==> src/rtl/mem_access_unit_if.sv <==
// Load/store port bundle: core request/response handshake plus the word-addressed memory bus.
// The slave modport is the access unit's view; the master modport is the core/memory side.
interface mem_access_unit_if #(
  parameter int ADDR_W = 16
);
  logic              req_valid;
  logic              req_ready;
  logic              req_write;
  logic [2:0]        req_funct3;
  logic [31:0]       req_addr;
  logic [31:0]       req_wdata;
  logic              resp_valid;
  logic              resp_err;
  logic [31:0]       resp_rdata;
  logic              bus_req;
  logic              bus_we;
  logic [ADDR_W-3:0] bus_addr;
  logic [3:0]        bus_wstrb;
  logic [31:0]       bus_wdata;
  logic              bus_ack;
  logic [31:0]       bus_rdata;

  modport slave (
    input  req_valid, req_write, req_funct3, req_addr, req_wdata, bus_ack, bus_rdata,
    output req_ready, resp_valid, resp_err, resp_rdata,
    output bus_req, bus_we, bus_addr, bus_wstrb, bus_wdata
  );

  modport master (
    output req_valid, req_write, req_funct3, req_addr, req_wdata, bus_ack, bus_rdata,
    input  req_ready, resp_valid, resp_err, resp_rdata,
    input  bus_req, bus_we, bus_addr, bus_wstrb, bus_wdata
  );
endinterface

==> src/rtl/mem_access_unit.sv <==
// RV32I load/store unit: checks funct3/alignment, runs one word-bus transaction with a
// wait timeout, and returns a one-cycle response carrying extended load data or an error.
module mem_access_unit #(
  parameter int ADDR_W  = 16,
  parameter int TIMEOUT = 255
) (
  input  logic             clk,
  input  logic             rst,
  mem_access_unit_if.slave mif
);
  localparam int CNT_W = $clog2(TIMEOUT + 1);
  localparam logic [CNT_W-1:0] LAST = CNT_W'(TIMEOUT - 1);

  typedef enum logic [1:0] {IDLE, BUS, RESP} state_t;

  state_t            state, state_nxt;
  logic              write_p0;
  logic [2:0]        funct3_p0;
  logic [ADDR_W-1:0] addr_p0;
  logic [31:0]       wdata_p0;
  logic              err_p1;
  logic [31:0]       rdata_p1;
  logic [CNT_W-1:0]  wait_cnt;
  logic              accept, legal, in_bus;
  logic              unused_addr_bits;

  function automatic logic req_legal(input logic wr, input logic [2:0] f3, input logic [1:0] lane);
    logic code_ok, aligned;
    case (f3)
      3'd0, 3'd1, 3'd2: code_ok = 1'b1;
      3'd4, 3'd5:       code_ok = !wr;
      default:          code_ok = 1'b0;
    endcase
    case (f3[1:0])
      2'b01:   aligned = !lane[0];
      2'b10:   aligned = (lane == 2'b00);
      default: aligned = 1'b1;
    endcase
    return code_ok && aligned;
  endfunction

  function automatic logic [3:0] store_strobe(input logic [2:0] f3, input logic [1:0] lane);
    case (f3[1:0])
      2'b00:   return 4'b0001 << lane;
      2'b01:   return 4'b0011 << lane;
      default: return 4'b1111;
    endcase
  endfunction

  function automatic logic [31:0] store_lanes(input logic [2:0] f3, input logic [31:0] w);
    case (f3[1:0])
      2'b00:   return {4{w[7:0]}};
      2'b01:   return {2{w[15:0]}};
      default: return w;
    endcase
  endfunction

  function automatic logic [31:0] load_extend(input logic [2:0] f3, input logic [1:0] lane,
                                              input logic [31:0] word);
    logic [31:0]        shifted;
    logic signed [7:0]  b;
    logic signed [15:0] h;
    logic signed [31:0] ext;
    shifted = word >> {lane, 3'b000};
    b = shifted[7:0];
    h = shifted[15:0];
    case (f3)
      3'd0:    ext = 32'(b);
      3'd1:    ext = 32'(h);
      3'd4:    ext = {24'h0, shifted[7:0]};
      3'd5:    ext = {16'h0, shifted[15:0]};
      default: ext = shifted;
    endcase
    return ext;
  endfunction

  assign accept           = mif.req_valid && mif.req_ready;
  assign legal            = req_legal(mif.req_write, mif.req_funct3, mif.req_addr[1:0]);
  assign unused_addr_bits = ^mif.req_addr[31:ADDR_W];

  always_ff @(posedge clk or negedge rst) begin
    if (!rst) state <= IDLE;
    else      state <= state_nxt;
  end

  // Ack on the final allowed wait cycle still wins over the timeout.
  always_comb begin
    state_nxt = state;
    case (state)
      IDLE:    if (accept) state_nxt = legal ? BUS : RESP;
      BUS:     if (mif.bus_ack || wait_cnt == LAST) state_nxt = RESP;
      default: state_nxt = IDLE;
    endcase
  end

  always_ff @(posedge clk or negedge rst) begin
    if (!rst)                          wait_cnt <= '0;
    else if (accept)                   wait_cnt <= '0;
    else if (in_bus && !mif.bus_ack)   wait_cnt <= wait_cnt + 1'b1;
  end

  // Stage p0: request captured at acceptance
  always_ff @(posedge clk) begin
    if (accept) begin
      write_p0  <= mif.req_write;
      funct3_p0 <= mif.req_funct3;
      addr_p0   <= mif.req_addr[ADDR_W-1:0];
      wdata_p0  <= mif.req_wdata;
    end
  end

  // Stage p1: response payload; a BUS cycle without ack leaves the timeout result staged
  always_ff @(posedge clk) begin
    if (accept) begin
      err_p1   <= !legal;
      rdata_p1 <= '0;
    end else if (in_bus) begin
      err_p1   <= !mif.bus_ack;
      rdata_p1 <= (mif.bus_ack && !write_p0) ? load_extend(funct3_p0, addr_p0[1:0], mif.bus_rdata)
                                             : 32'h0;
    end
  end

  assign in_bus         = (state == BUS);
  assign mif.req_ready  = (state == IDLE) && rst;
  assign mif.resp_valid = (state == RESP);
  assign mif.resp_err   = (state == RESP) && err_p1;
  assign mif.resp_rdata = (state == RESP) ? rdata_p1 : 32'h0;
  assign mif.bus_req    = in_bus;
  assign mif.bus_we     = in_bus && write_p0;
  assign mif.bus_addr   = in_bus ? addr_p0[ADDR_W-1:2] : '0;
  assign mif.bus_wstrb  = (in_bus && write_p0) ? store_strobe(funct3_p0, addr_p0[1:0]) : 4'b0000;
  assign mif.bus_wdata  = (in_bus && write_p0) ? store_lanes(funct3_p0, wdata_p0) : 32'h0;
endmodule
==> src/flat_wrapper.sv <==
// flat-port wrapper written by rule: the top's interface ports become plain ports
module mem_access_unit_flat 
#(
  parameter int ADDR_W  = 16,
  parameter int TIMEOUT = 255
)
  (clk, rst, mif_req_valid, mif_req_write, mif_req_funct3, mif_req_addr, mif_req_wdata, mif_bus_ack, mif_bus_rdata, mif_req_ready, mif_resp_valid, mif_resp_err, mif_resp_rdata, mif_bus_req, mif_bus_we, mif_bus_addr, mif_bus_wstrb, mif_bus_wdata);
  mem_access_unit_if #(.ADDR_W(ADDR_W)) mif_i ();
  input  logic clk;
  input  logic rst;
  input wire logic [$bits(mif_i.req_valid)-1:0] mif_req_valid;
  input wire logic [$bits(mif_i.req_write)-1:0] mif_req_write;
  input wire logic [$bits(mif_i.req_funct3)-1:0] mif_req_funct3;
  input wire logic [$bits(mif_i.req_addr)-1:0] mif_req_addr;
  input wire logic [$bits(mif_i.req_wdata)-1:0] mif_req_wdata;
  input wire logic [$bits(mif_i.bus_ack)-1:0] mif_bus_ack;
  input wire logic [$bits(mif_i.bus_rdata)-1:0] mif_bus_rdata;
  output wire logic [$bits(mif_i.req_ready)-1:0] mif_req_ready;
  output wire logic [$bits(mif_i.resp_valid)-1:0] mif_resp_valid;
  output wire logic [$bits(mif_i.resp_err)-1:0] mif_resp_err;
  output wire logic [$bits(mif_i.resp_rdata)-1:0] mif_resp_rdata;
  output wire logic [$bits(mif_i.bus_req)-1:0] mif_bus_req;
  output wire logic [$bits(mif_i.bus_we)-1:0] mif_bus_we;
  output wire logic [$bits(mif_i.bus_addr)-1:0] mif_bus_addr;
  output wire logic [$bits(mif_i.bus_wstrb)-1:0] mif_bus_wstrb;
  output wire logic [$bits(mif_i.bus_wdata)-1:0] mif_bus_wdata;
  assign mif_i.req_valid = mif_req_valid;
  assign mif_i.req_write = mif_req_write;
  assign mif_i.req_funct3 = mif_req_funct3;
  assign mif_i.req_addr = mif_req_addr;
  assign mif_i.req_wdata = mif_req_wdata;
  assign mif_i.bus_ack = mif_bus_ack;
  assign mif_i.bus_rdata = mif_bus_rdata;
  assign mif_req_ready = mif_i.req_ready;
  assign mif_resp_valid = mif_i.resp_valid;
  assign mif_resp_err = mif_i.resp_err;
  assign mif_resp_rdata = mif_i.resp_rdata;
  assign mif_bus_req = mif_i.bus_req;
  assign mif_bus_we = mif_i.bus_we;
  assign mif_bus_addr = mif_i.bus_addr;
  assign mif_bus_wstrb = mif_i.bus_wstrb;
  assign mif_bus_wdata = mif_i.bus_wdata;
  mem_access_unit #(.ADDR_W(ADDR_W), .TIMEOUT(TIMEOUT)) u_core (.clk(clk), .rst(rst), .mif(mif_i));
endmodule
==> config.mk <==
export PLATFORM = sky130hd
export DESIGN_NAME = mem_access_unit_flat
export DESIGN_NICKNAME = d
export VERILOG_FILES = /design/src/rtl/mem_access_unit_if.sv /design/src/rtl/mem_access_unit.sv /design/src/flat_wrapper.sv
export SDC_FILE = /design/constraint.sdc
export NUM_CORES = 1
export LEC_CHECK = 0
export BUFFER_PORTS_ARGS = -buffer_cell sky130_fd_sc_hd__buf_2
export CORE_MARGIN = 1
export CORE_UTILIZATION = 49
export CTS_CLUSTER_DIAMETER = 100
export DETAILED_ROUTE_END_ITERATION = 6
export GPL_TIMING_DRIVEN = 0
export PLACE_DENSITY_LB_ADDON = 0.25
export SETUP_SLACK_MARGIN = 0.02
export SYNTH_ARGS = -nofsm -noshare
export SYNTH_HDL_FRONTEND = slang
export SYNTH_SLANG_ARGS = --single-unit
export TNS_END_PERCENT = 10
==> constraint.sdc <==
create_clock -name clk -period 3.1 [get_ports clk]
set_input_delay 0.31 -clock clk [delete_from_list [all_inputs] [get_ports clk]]
set_output_delay 0.31 -clock clk [all_outputs]
set_load 0.03 [all_outputs]
Word-level counts from Yosys, hierarchy flattened
Cells that the tools add are included.

storage, ports and cells
  word-level logic and storage cells = 68
  output and inout port bits = 87
  bits of input ports = 104
  register bits after elaboration = 95

operators by class
  equal/unequal tests = 15
  mux-type cells = 18
  reductions and logical operators = 23
  $add $sub $neg = 1
  shifts and indexed selects = 3

operators with widths
  cell                                              count
  one-hot mux 32 bit (4 select lines)               1
  2-to-1 mux 32 bit                                 3
  one-hot mux 32 bit (2 select lines)               1
  right shift 32 x 5 -> 32 bit                      1
  2-to-1 mux 8 bit                                  2
  2-to-1 mux 14 bit                                 1
  == test 3 bit (second input constant)             4
  adder 8 x 1 -> 8 bit (second input constant)      1
  == test 8 bit (second input constant)             1
  one-hot mux 4 bit (2 select lines)                1
  logical AND 1 bit                                 7
  == test 2 x 1 -> 1 bit (second input constant)    3
  == test 3 x 1 -> 1 bit (second input constant)    2
  zero test 2 bit                                   3
  zero test 3 bit                                   2
  2-to-1 mux 2 bit                                  3
  zero test 1 bit                                   5
  == test 2 bit (second input constant)             2
  2-to-1 mux 4 bit                                  1
  one-hot mux 1 bit (2 select lines)                2
  one-hot mux 2 bit (2 select lines)                1
  nonzero test 2 bit                                2
  << shifter 1 x 2 -> 4 bit (first input constant)  1
  << shifter 2 x 2 -> 4 bit (first input constant)  1
  other kinds (8)                                   9

Longest topological paths before layout
Gate-level depths: netlist of the first run.

  depth in word-level cells = 7
  gate-level depth with buffers = 7
  mapped depth without buffers = 6

Worst setup path after synthesis of the first run
OpenSTA, ideal clock, no wires.

  path kind = reg-to-reg
  from = reg u_core.state[0]
  to = reg u_core.rdata_p1[28]
  clock period less this slack = 2.755 ns
  buffers on the path = 1
  data arrival time = 2.632 ns
  stages on the path, launching flop included = 7
  path slack = 0.345 ns
  setup time = 0.123 ns
  required time = 2.977 ns
  cell sequence = dfrtp_1 -> nor3b_2 -> nand2_1 -> inv_2 -> nor2_1 -> buf_2 -> a221o_2

between the ends
  word-level cells in the longest chain between the ends = 3
  elaborated cells between the ends (all ways) = 4
  classes of those cells = eq/ne (1); reduce/logical (3)

ends and longest elaborated chain
  item                    line                    text
  from (decl)             mem_access_unit.sv:16   state_t state, state_nxt;
  from (signal assigned)  mem_access_unit.sv:83   else state <= state_nxt;
  zero test 2 bit         mem_access_unit.sv:125  assign mif.req_ready = (state == IDLE) && rst;
  logical AND 1 bit       mem_access_unit.sv:125
  net mif_req_ready       flat_wrapper.sv:18      output wire logic [$bits(mif_i.req_ready)-1:0] mif_req_ready;
  logical AND 1 bit       mem_access_unit.sv:77   assign accept = mif.req_valid && mif.req_ready;
  net u_core.accept       mem_access_unit.sv:24   logic accept, legal, in_bus;
  to (signal assigned)    mem_access_unit.sv:119  rdata_p1 <= (mif.bus_ack && !write_p0) ? load_extend(funct3_p0, addr_p0[1:0], mif.bus_rdata)
  to (decl)               mem_access_unit.sv:22   logic [31:0] rdata_p1;

The timed path passes the listed nets, and every way through them passes these cells.
A chain may end at the register's enable or synchronous reset.

Worst setup path after layout of the first run
  from = reg u_core.funct3_p0[1]
  to = out mif_bus_wdata[11]

between the ends
  word-level cells in the longest chain between the ends = 3
  elaborated cells between the ends (all ways) = 4
  classes of those cells = eq/ne (1); mux (2); reduce/logical (1)

ends and longest elaborated chain
  item                                                              line                    text
  from (decl)                                                       mem_access_unit.sv:18   logic [2:0] funct3_p0;
  from (signal assigned)                                            mem_access_unit.sv:106  funct3_p0 <= mif.req_funct3;
  == test 2 x 1 -> 1 bit / zero test 2 bit (equally long branches)  mem_access_unit.sv:51   case (f3[1:0])
  one-hot mux 32 bit (2 select lines) (*)                           mem_access_unit.sv:51
  2-to-1 mux 32 bit (*)                                             mem_access_unit.sv:133  assign mif.bus_wdata = (in_bus && write_p0) ? store_lanes(funct3_p0, wdata_p0) : 32'h0;
  to (decl)                                                         flat_wrapper.sv:26      output wire logic [$bits(mif_i.bus_wdata)-1:0] mif_bus_wdata;

Mark *: on every way between the ends. The rest lies on a longest branch, timed or not.

==> metrics, run 1 <==
outcome finished clean; FFs w/ async S/R, synth between 10% and 20%; post-synthesis register bit count 95; area grow syn2layout 26.11%; Clock Path Buffers 2; Area contributors post-synth edfxtp_1, dfxtp_1, mux2i_1; ys flop type edfxtp_1; final slew viol count 0; port buffer count ~170; Setup CP Type flip-flop to primary output; Initial Util a little over 50%; setup TNS 0 ps; max incr delay on CP ~440 ps; Cells after Synth 440; crit path capture type primary output; WHS roughly 120 ps; number of antenna violations at the first check in global routing 0; Tot GR Track Use 24.39%; most common cell after layout, fill and taps aside buf_2; chip height between 90 and 100 um; Overall Power 0.002621 W; Lkg Pwr about 2.8 nW; minimum clock period after layout ~2700 ps; average wire per standard cell between 15 and 20 um; H-tree lvl count 3; clk_skew slightly above 6 ps; root cell of the clock tree clkbuf_8; CTS Buf Count 9; RSZ-0062 raised after global routing no; largest net degree at the start of global routing 58; Final Net Count ~730; io pins about 190; VDD IR max ~0.00032 V; post-route ant nets 0; vias per cell ~5.3; Worst Setup Start Kind flip-flop; core area between 9000 and 10,000 sq um; First-pass DRT Iterations 4; ant diodes 0; die width around 99 um; die area roughly 9900 sq um; ratio of cells with drive above 1 in the final layout 35.82%; sequential area share after synthesis roughly 53%; syn nets 548; synth warn 0; HPWL Detailed about 9000 um; Synth area leader edfxtp_1; required time of the critical path about 2800 ps; Fmax ~360 MHz; Vias 3,998; Post-CTS Setup Bufs 0; crit path DAT ~2400 ps; critical path's slowest cell clkbuf_1; gr ovfl total 0; Slew @ Worst Pin 775.4 ps; worst path cell trace buf_2, or2_2, clkbuf_1, clkbuf_1, nand2_1, a21oi_1, buf_2; post-synth top area share 34.18%; Final setup viols 0; total routed wirelength 12,000 um; commonest cells after routing, fill and taps aside buf_2, edfxtp_1, and2_1; vias in the first global route just under 4k; Slew HR between 40% and 50%; worst hold path class primary input to flip-flop; Yosys cell types between 40 and 50; row cnt 35; period utilization about nine tenths; max_cap viols 0; first-pass GRT wire length between 15,000 and 20,000 um; CTS clock-pin slew for the worst setup and hold paths 100 ps; Post-synth EDFFs 53; crit path max fanout 10; CTS tree done; Worst R2R Setup Slack 580 ps; Fin. Hold Viols 0; Clk Latency, worst-skew pair roughly 360 ps; Cell Area, Synth between 4000 and 5000 sq um; RD Place Congestion 0.8798; DRC 0; Clock Sinks 95; average cell area after synthesis between 10 and 15 sq um; Cell Pwr Density between 400 and 500 nW/um^2; 1st-iter DRT viols around 170
critical path: cells and delay by family, from the launching register on:
kind | cells | cell delay [ps]
buf+inv | 4 | 1200
flops | 1 | 400
simple gates | 2 | 250
compound gates | 1 | 230
flip-flops by register name (all words and copies together) (netlist names):
register,count
u_core.rdata_p1,32
u_core.wdata_p0,32
u_core.addr_p0,16
u_core.wait_cnt,8
u_core.funct3_p0,3
u_core.state,2
u_core.err_p1,1
u_core.write_p0,1
power breakdown:
group / internal, W / switching, W
logic: 0.000159 / 0.000278
registers: 0.00141 / 0.0000365
clock network: 0.000290 / 0.000450
total: 0.00186 / 0.000764
path summary, 6_finish.rpt:
kind,from,endpoint,depth (start not counted)
max in group asynchronous,rst,u_core.wait_cnt[6],2
min in group asynchronous,rst,u_core.state[1],2
max reg2reg,u_core.state[0],u_core.rdata_p1[29],6
min,mif_req_wdata[21],u_core.wdata_p0[21],1
max,u_core.funct3_p0[1],mif_bus_wdata[11],7
min reg2reg,u_core.rdata_p1[12],u_core.rdata_p1[12],2
through the flow:
| step | setup slack [ps] | std cells | area [sq um] | util [%] |
|---|---|---|---|---|
| detailed placement | 3.165 | 743 | 5689 | 61.57 |
| global placement | 36.00 | 743 | 5689 | 61.57 |
| global route | 156.4 | 760 | 5873 | 63.56 |
| CTS | 147.3 | 760 | 5871 | 63.53 |
| floorplan | 344.9 | 440 | 4657 | - |
| finish | 357.5 | 760 | 5873 | 63.56 |
cells by family (layout without fill, tap and decap cells):
family	Yosys count	in the layout	share of synthesized area, %
mux	41	41	9.323
xor+xnor	5	5	0.9403
fa+ha+maj	4	4	1.075
flops	95	95	53.30
simple gates	168	168	19.34
buf+inv	38	229	3.654
compound gates	89	89	12.36
cell usage after synthesis (2+ instances only):
| cell type | number |
|---|---|
| nor3b_2 | 2 |
| and2_1 | 48 |
| inv_1 | 8 |
| dfxtp_1 | 32 |
| ha_1 | 4 |
| edfxtp_1 | 53 |
| a221o_2 | 10 |
| o21ai_0 | 30 |
| mux2i_1 | 31 |
| buf_1 | 3 |
| buf_2 | 4 |
| nand4_1 | 3 |
| nand3_1 | 7 |
| mux2_2 | 9 |
| nor2b_1 | 2 |
| xor2_1 | 4 |
| nand2b_1 | 2 |
| nand3b_1 | 8 |
| or2_2 | 2 |
| dfrtp_1 | 10 |
| nand2_1 | 37 |
| nor2_1 | 41 |
| clkbuf_1 | 17 |
| and3_1 | 9 |
| a221o_1 | 6 |
| buf_4 | 4 |
| a21oi_1 | 37 |
repair_timing:
action	in CTS	in global routing
endpoints found under the setup margin	0	16
endpoints found under the hold margin	10	0
hold buffers	1	0
resized for setup	0	2
metal layers:
metal	share of wire, %	global-route usage, %	wire length (um)
met5	0	0	0
met4	2.6	11.99	316
met3	7.4	5.200	890
met2	47	39.69	5644
met1	43	31.02	5147
final cells by class:
cell class / instances / area, sq um
fillers: 784 / 3367
flip-flops and latches: 95 / 2482
multi-input cells: 307 / 2004
repair buffers: 175 / 880.8
well taps: 129 / 161.4
plain buffers: 29 / 136.4
clock buffers: 9 / 123.9
clock inverters: 7 / 47.55
inverters: 9 / 36.28
Note: power is estimated with default switching activity, not from simulation.
==> run 2, diff against run 1 <==
--- a/config.mk
+++ b/config.mk
@@ -5,6 +5,7 @@
 export SDC_FILE = /design/constraint.sdc
 export NUM_CORES = 1
 export LEC_CHECK = 0
+export ABC_AREA = 1
 export BUFFER_PORTS_ARGS = -buffer_cell sky130_fd_sc_hd__buf_2
 export CORE_MARGIN = 1
 export CORE_UTILIZATION = 49
==> run 2 against run 1 <==
  * Design area is 5.0% higher
  * First-iteration DRC count up 16%
  * Setup slack improved by 510 ps
  * Core utilization is 0.16 points lower
  * Via count up 18%
  * Total power up 23%
  * Non-clock buffer count increased by 1
  * Largest cell class unchanged
  * Sequential cell count unchanged
==> metrics, run 2 <==
outcome finished clean; most numerous cell in the Yosys netlist nand2_1; ant diodes 0 (unchanged); Fmax 448.9 MHz (+23%); Fin. Hold Viols 0 (unchanged); final slew viol count 0 (unchanged); crit path capture type primary output; ys flop type edfxtp_1; VDD IR max 0.0002912 V (-10%); CP Launch Point u_core.funct3_p0[1]; reg2reg start u_core.state[0]; Clk Latency, worst-skew pair 360 ps (about the same); minimum clock period after layout 2228 ps (-514.6 ps); CTS tree done; Clock Path Buffers 2 (unchanged); io pins 191 (unchanged); die area 10,440 sq um (+5.5%); Cell Area, Synth 4917 sq um (+5.6%); first-pass GRT wire length 20,070 um (+8.2%); syn nets 746 (+36%); row cnt 36 (+2.9%); worst hold path class primary input to flip-flop; Cells after Synth 638 (+45%); gr ovfl total 0 (unchanged); FFs w/ async S/R, synth 10.53% (unchanged); chip height 102.2 um (+2.7%); die width 102.2 um (+2.7%); commonest cells after routing, fill and taps aside buf_2, nand2_1, nor2_1; H-tree lvl count 3 (unchanged); DRC 0 (unchanged); crit path max fanout 10 (unchanged); period utilization 71.87% (-17 points); number of antenna violations at the first check in global routing 0 (unchanged); Synth area leader edfxtp_1; clk_skew 5.973 ps (-0.06209 ps); Final Net Count 933 (+27%); fillers 914 (+17%); Final setup viols 0 (unchanged); Lkg Pwr 3.143 nW (+14%); Slew HR 66.30% (+18 points); HPWL Detailed 10,200 um (+15%); setup TNS 0 ps (unchanged); Post-CTS Setup Bufs 0 (unchanged); RSZ-0062 raised after global routing no; core area 9729 sq um (+5.3%); Post-synth EDFFs 53 (unchanged); Worst R2R Setup Slack 1110 ps (+530 ps); crit path DAT 1920 ps (-510 ps); port buffer count 174 (unchanged); 1st-iter DRT viols 200 (+16%); vias in the first global route 4,361 (+12%); worst min-delay path startpoint mif_req_addr[12]; vias per cell 4.906 (-6.7%); area grow syn2layout 25.45%; average wire per standard cell 13.54 um (-14%); ratio of cells with drive above 1 in the final layout 27.14% (-8.7 points); Area contributors post-synth edfxtp_1, nand2_1, dfxtp_1; Initial Util 50.54% (+0.14 points); Worst Setup Start Kind flip-flop; total routed wirelength 13,030 um (+8.6%); post-route ant nets 0 (unchanged); synth warn 0 (unchanged); post-synth top area share 32.37% (-1.8 points); root cell of the clock tree clkbuf_8; Slew @ Worst Pin 504.7 ps (-270.7 ps); Tot GR Track Use 25.49% (+1.1 points); post-synthesis register bit count 95 (unchanged); Setup CP Type flip-flop to primary output; CTS clock-pin slew for the worst setup and hold paths 90 ps (about the same); Vias 4,720 (+18%); sequential area share after synthesis 50.48% (-2.8 points); required time of the critical path 2790 ps (about the same); largest net degree at the start of global routing 32 (-45%); CTS Buf Count 9 (unchanged); Yosys cell types 31 (-30%); average cell area after synthesis 7.707 sq um (-27%); RD Place Congestion 0.9450 (+7.4%); max_cap viols 0 (unchanged); most common cell after layout, fill and taps aside buf_2; Cell Pwr Density 524.0 nW/um^2 (+17%); largest registers u_core.rdata_p1: 32 flops, u_core.wdata_p0: 32 flops, u_core.addr_p0: 16 flops; top cells by count, synth nand2_1, nor2_1, inv_1; Clock Sinks 95 (unchanged); First-pass DRT Iterations 5 (+1); WHS 114.3 ps (-1.009 ps)
-- run 2: per-stage QoR --
stage	area (sq um)	power, W	instances	setup slack [ps]	util [%]
6_report	6168	0.003232	962	872.1	63.40
5_1_grt	6168	0.003418	962	733.8	63.40
4_1_cts	6168	0.003255	962	851.1	63.40
3_5_place_dp	5974	0.002470	946	1095	61.41
3_3_place_gp	5954	0.002436	945	192.2	61.20
2_1_floorplan	4917	0.002175	638	714.2	-
-- run 2: layout make-up --
cell class / count / area [sq um] / area share (%)
repair buffers: 176 / 900.9 / 14.60
clock inverters: 6 / 60.06 / 0.9736
multi-input cells: 419 / 1899 / 30.79
inverters: 95 / 365.4 / 5.923
clock buffers: 9 / 123.9 / 2.008
plain buffers: 29 / 170.2 / 2.759
flip-flops and latches: 95 / 2482 / 40.24
well taps: 133 / 166.4 / 2.698
-- run 2: path summary, 6_finish.rpt --
check,end,depth (start not counted)
setup / recovery,mif_bus_wdata[21],7
min in group asynchronous,u_core.state[0],2
hold reg to reg,u_core.rdata_p1[31],2
hold / removal,u_core.addr_p0[12],1
setup reg to reg,u_core.err_p1,6
max in group asynchronous,u_core.wait_cnt[7],2
-- run 2: power by group --
group	switching, W	internal [W]	total (W)	leakage, nW
sequential	0.0000604	0.00149	0.00155	0.886
combinational	0.000633	0.000263	0.000897	2.17
clock	0.000424	0.000365	0.000790	0.0907
-- run 2: what timing repair did --
item,4_1_cts,5_1_grt
hold buffers,1,0
hold endpoints to repair,10,0
gates resized for setup,0,0
-- run 2: worst max-delay path, cell delays in order (launching register included) --
cell and delay (ps):
edfxtp_1 380, buf_6 150, inv_4 70, buf_2 230, buf_2 250, nand2_1 90, a21oi_1 140, buf_2 240
-- run 2: metal layers --
metal  vias to the layer above  wire length (um)  global-route usage [%]
li1                       2384                 -                       -
met1                      2111              5530                   32.04
met2                       188              6209                   41.97
met3                        37               792                   4.309
met4                         0               496                   13.96
met5                         -                 0                       0
-- run 2: cells by family after synthesis --
kind of cell | count (synthesis) | share of synthesized area, %
simple gates | 317 | 27.28
buf+inv | 124 | 10.89
compound gates | 97 | 10.15
flops | 95 | 50.48
fa+ha+maj | 4 | 1.018
xor+xnor | 1 | 0.1781
==> run 3, diff against run 2 <==
==> constraint.sdc (replaced) <==
create_clock -name clk -period 2.17 [get_ports clk]
set_input_delay 0.217 -clock clk [delete_from_list [all_inputs] [get_ports clk]]
set_output_delay 0.217 -clock clk [all_outputs]
set_load 0.03 [all_outputs]
==> run 3 against run 2 <==
  * The run now ends with negative setup slack left
  * Final cell count rose by 0.83%
  * First-iteration DRC count rose by 37%
  * Clock skew rose by 4.8 ps
  * Critical path depth fell by 2
  * Worst hold slack got worse by 93 ps
  * Design area rose by 2.7%
  * Die area did not move
  * Combinational power rose by 45%
  * Global-route usage rose by 0.32 points
  * Via count rose by 1.5%
  * Total power rose by 49%
  * Clock power rose by 65%
  * Critical path type is now flip-flop to flip-flop
  * Highest routed layer unchanged
==> metrics, run 3 (synthesis gave the netlist of run 2 again) <==
Clk Latency, worst-skew pair 360 ps (about the same); final slew viol count 0 (unchanged); Post-CTS Setup Bufs 0 (unchanged); VDD IR max 0.0005504 V (+89%); Clock Sinks 95 (unchanged); Inst Count DP 945 (-0.11%); Fmax 443.6 MHz; root cell of the clock tree clkbuf_8; largest registers u_core.rdata_p1: 32 flops, u_core.wdata_p0: 32 flops, u_core.addr_p0: 16 flops; chip height 102.2 um (unchanged); vias in the first global route 4,349 (-0.28%); crit path max fanout 54 (+44); Post-Layout Cell Count 970 (+0.83%); Tot GR Track Use 25.81% (+0.32 points); die width 102.2 um (unchanged); CTS Buf Count 9 (unchanged); area grow syn2layout 28.83%; Vias 4,789 (+1.5%); Lkg Pwr 3.180 nW (+1.2%); vias per cell 4.937 (+0.63%); required time of the critical path 2340 ps (-450 ps); period utilization 103.9%; Clock Path Buffers 2 (unchanged); most common cell after layout, fill and taps aside nand2_1; Post-Place Cell Area 5958 sq um (-0.27%); clk_skew 10.75 ps (+4.772 ps); HPWL Detailed 10,060 um (-1.4%); Slew @ Worst Pin 1089 ps (+584.4 ps); Initial Util 50.54% (unchanged); WHS 21.30 ps (-92.96 ps); die area 10,440 sq um (unchanged); outcome complete, but fails checks; port buffer count 174 (unchanged); First-pass DRT Iterations 6 (+1); crit path DAT 2420 ps (+500 ps); fillers 891 (-2.5%); row cnt 36 (unchanged); worst setup margin -84.14 ps (-956.2 ps); Final Net Count 940 (+0.75%); post-route design area 6335 sq um (+2.7%); Slew HR 27.24% (-39 points); setup TNS -2068 ps (-2068 ps); number of antenna violations at the first check in global routing 0 (unchanged); commonest cells after routing, fill and taps aside nand2_1, buf_2, nor2_1; crit path capture type flip-flop; core area 9729 sq um (unchanged); total routed wirelength 13,310 um (+2.2%); failing checks negative setup slack; io pins 191 (unchanged); gr ovfl total 0 (unchanged); CTS tree done; max_cap viols 0 (unchanged); Final setup viols 53 (+53); ratio of cells with drive above 1 in the final layout 27.96% (+0.82 points); Fin. Hold Viols 0 (unchanged); ant diodes 0 (unchanged); minimum clock period after layout around 2300 ps; RSZ-0062 raised after global routing yes; Overall Power 0.004819 W (+49%); post-route ant nets 0 (unchanged); Setup CP Type flip-flop to flip-flop; average wire per standard cell 13.72 um (+1.3%); DRC 0 (unchanged); worst hold path class primary input to flip-flop; H-tree lvl count 3 (unchanged); Cell Pwr Density 760.7 nW/um^2 (+45%); largest net degree at the start of global routing 55 (+72%); Worst Setup Start Kind flip-flop; first-pass GRT wire length 20,470 um (+2.0%); 1st-iter DRT viols 273 (+37%); RD Place Congestion 0.9447 (about the same); CTS clock-pin slew for the worst setup and hold paths 100 ps (about the same)
[run 3: cell types whose count changed in the layout (fill, tap and decap cells not counted), moves of 2 or more]
cell	previous run	this run
buf_1	3	1
buf_2	184	164
buf_4	5	20
clkbuf_2	0	3
clkbuf_4	0	5
clkinv_1	3	1
clkinvlp_4	0	2
dlygate4sd3_1	1	9
o21ai_0	48	44
o21ai_1	2	6
[run 3: critical path, cell delays in order (launching register included)]
cell and delay, ps:
dfrtp_1 410, nor2_2 80, nand3_2 110, buf_6 170
clkinvlp_4 850, o21ai_0 450
[run 3: stage by stage]
step	utilization (%)	setup slack (ps)
after floorplan	-	167.8
after global placement	61.24	-178.5
after detailed placement	61.24	-245.9
after CTS	63.71	-171.8
after global routing	65.11	-336.5
final	65.11	-84.14
[run 3: path summary, 6_finish.rpt]
kind                                      from                   to  slack (ps)  depth (start not counted)
setup / recovery               u_core.state[0]        u_core.err_p1         -80                          5
hold / removal               mif_req_wdata[25]  u_core.wdata_p0[25]          20                          1
setup reg to reg               u_core.state[0]        u_core.err_p1         -80                          5
hold reg to reg            u_core.rdata_p1[29]  u_core.rdata_p1[29]         460                          2
max in group asynchronous                  rst      u_core.state[1]        1420                          2
min in group asynchronous                  rst   u_core.wait_cnt[3]         400                          2
[run 3: routing by layer]
metal  vias up  part of all wire (%)  global-route usage (%)  routed length (um)
met5         -                     0                       0                   0
met4         0                   2.3                   10.99                 308
met3        28                   7.0                   5.198                 926
met2       196                    49                   43.57                6475
met1      2157                    42                   32.22                5602
li1       2408                     -                       -                   -
[run 3: final cells by class]
type,count,area (sq um),share of cell area (%)
buffer,29,178.9,2.824
timing repair buffer,183,1006,15.88
sequential,95,2484,39.21
clock inverter,6,92.59,1.462
inverter,95,369.1,5.827
multi-input combinational,419,1911,30.16
tap,133,166.4,2.627
clock buffer,10,127.6,2.015
[run 3: timing repair]
item	in CTS	in global routing
gates resized for setup	3	44
pin swaps	0	1
hold buffers	1	8
endpoints found under the hold margin	10	8
setup endpoints to repair	54	115
[run 3: report_power, final]
part	switching, W	total [W]	internal, W
Sequential	0.0000918	0.00222	0.00213
Combinational	0.000910	0.00130	0.000390
Clock	0.000639	0.00130	0.000659
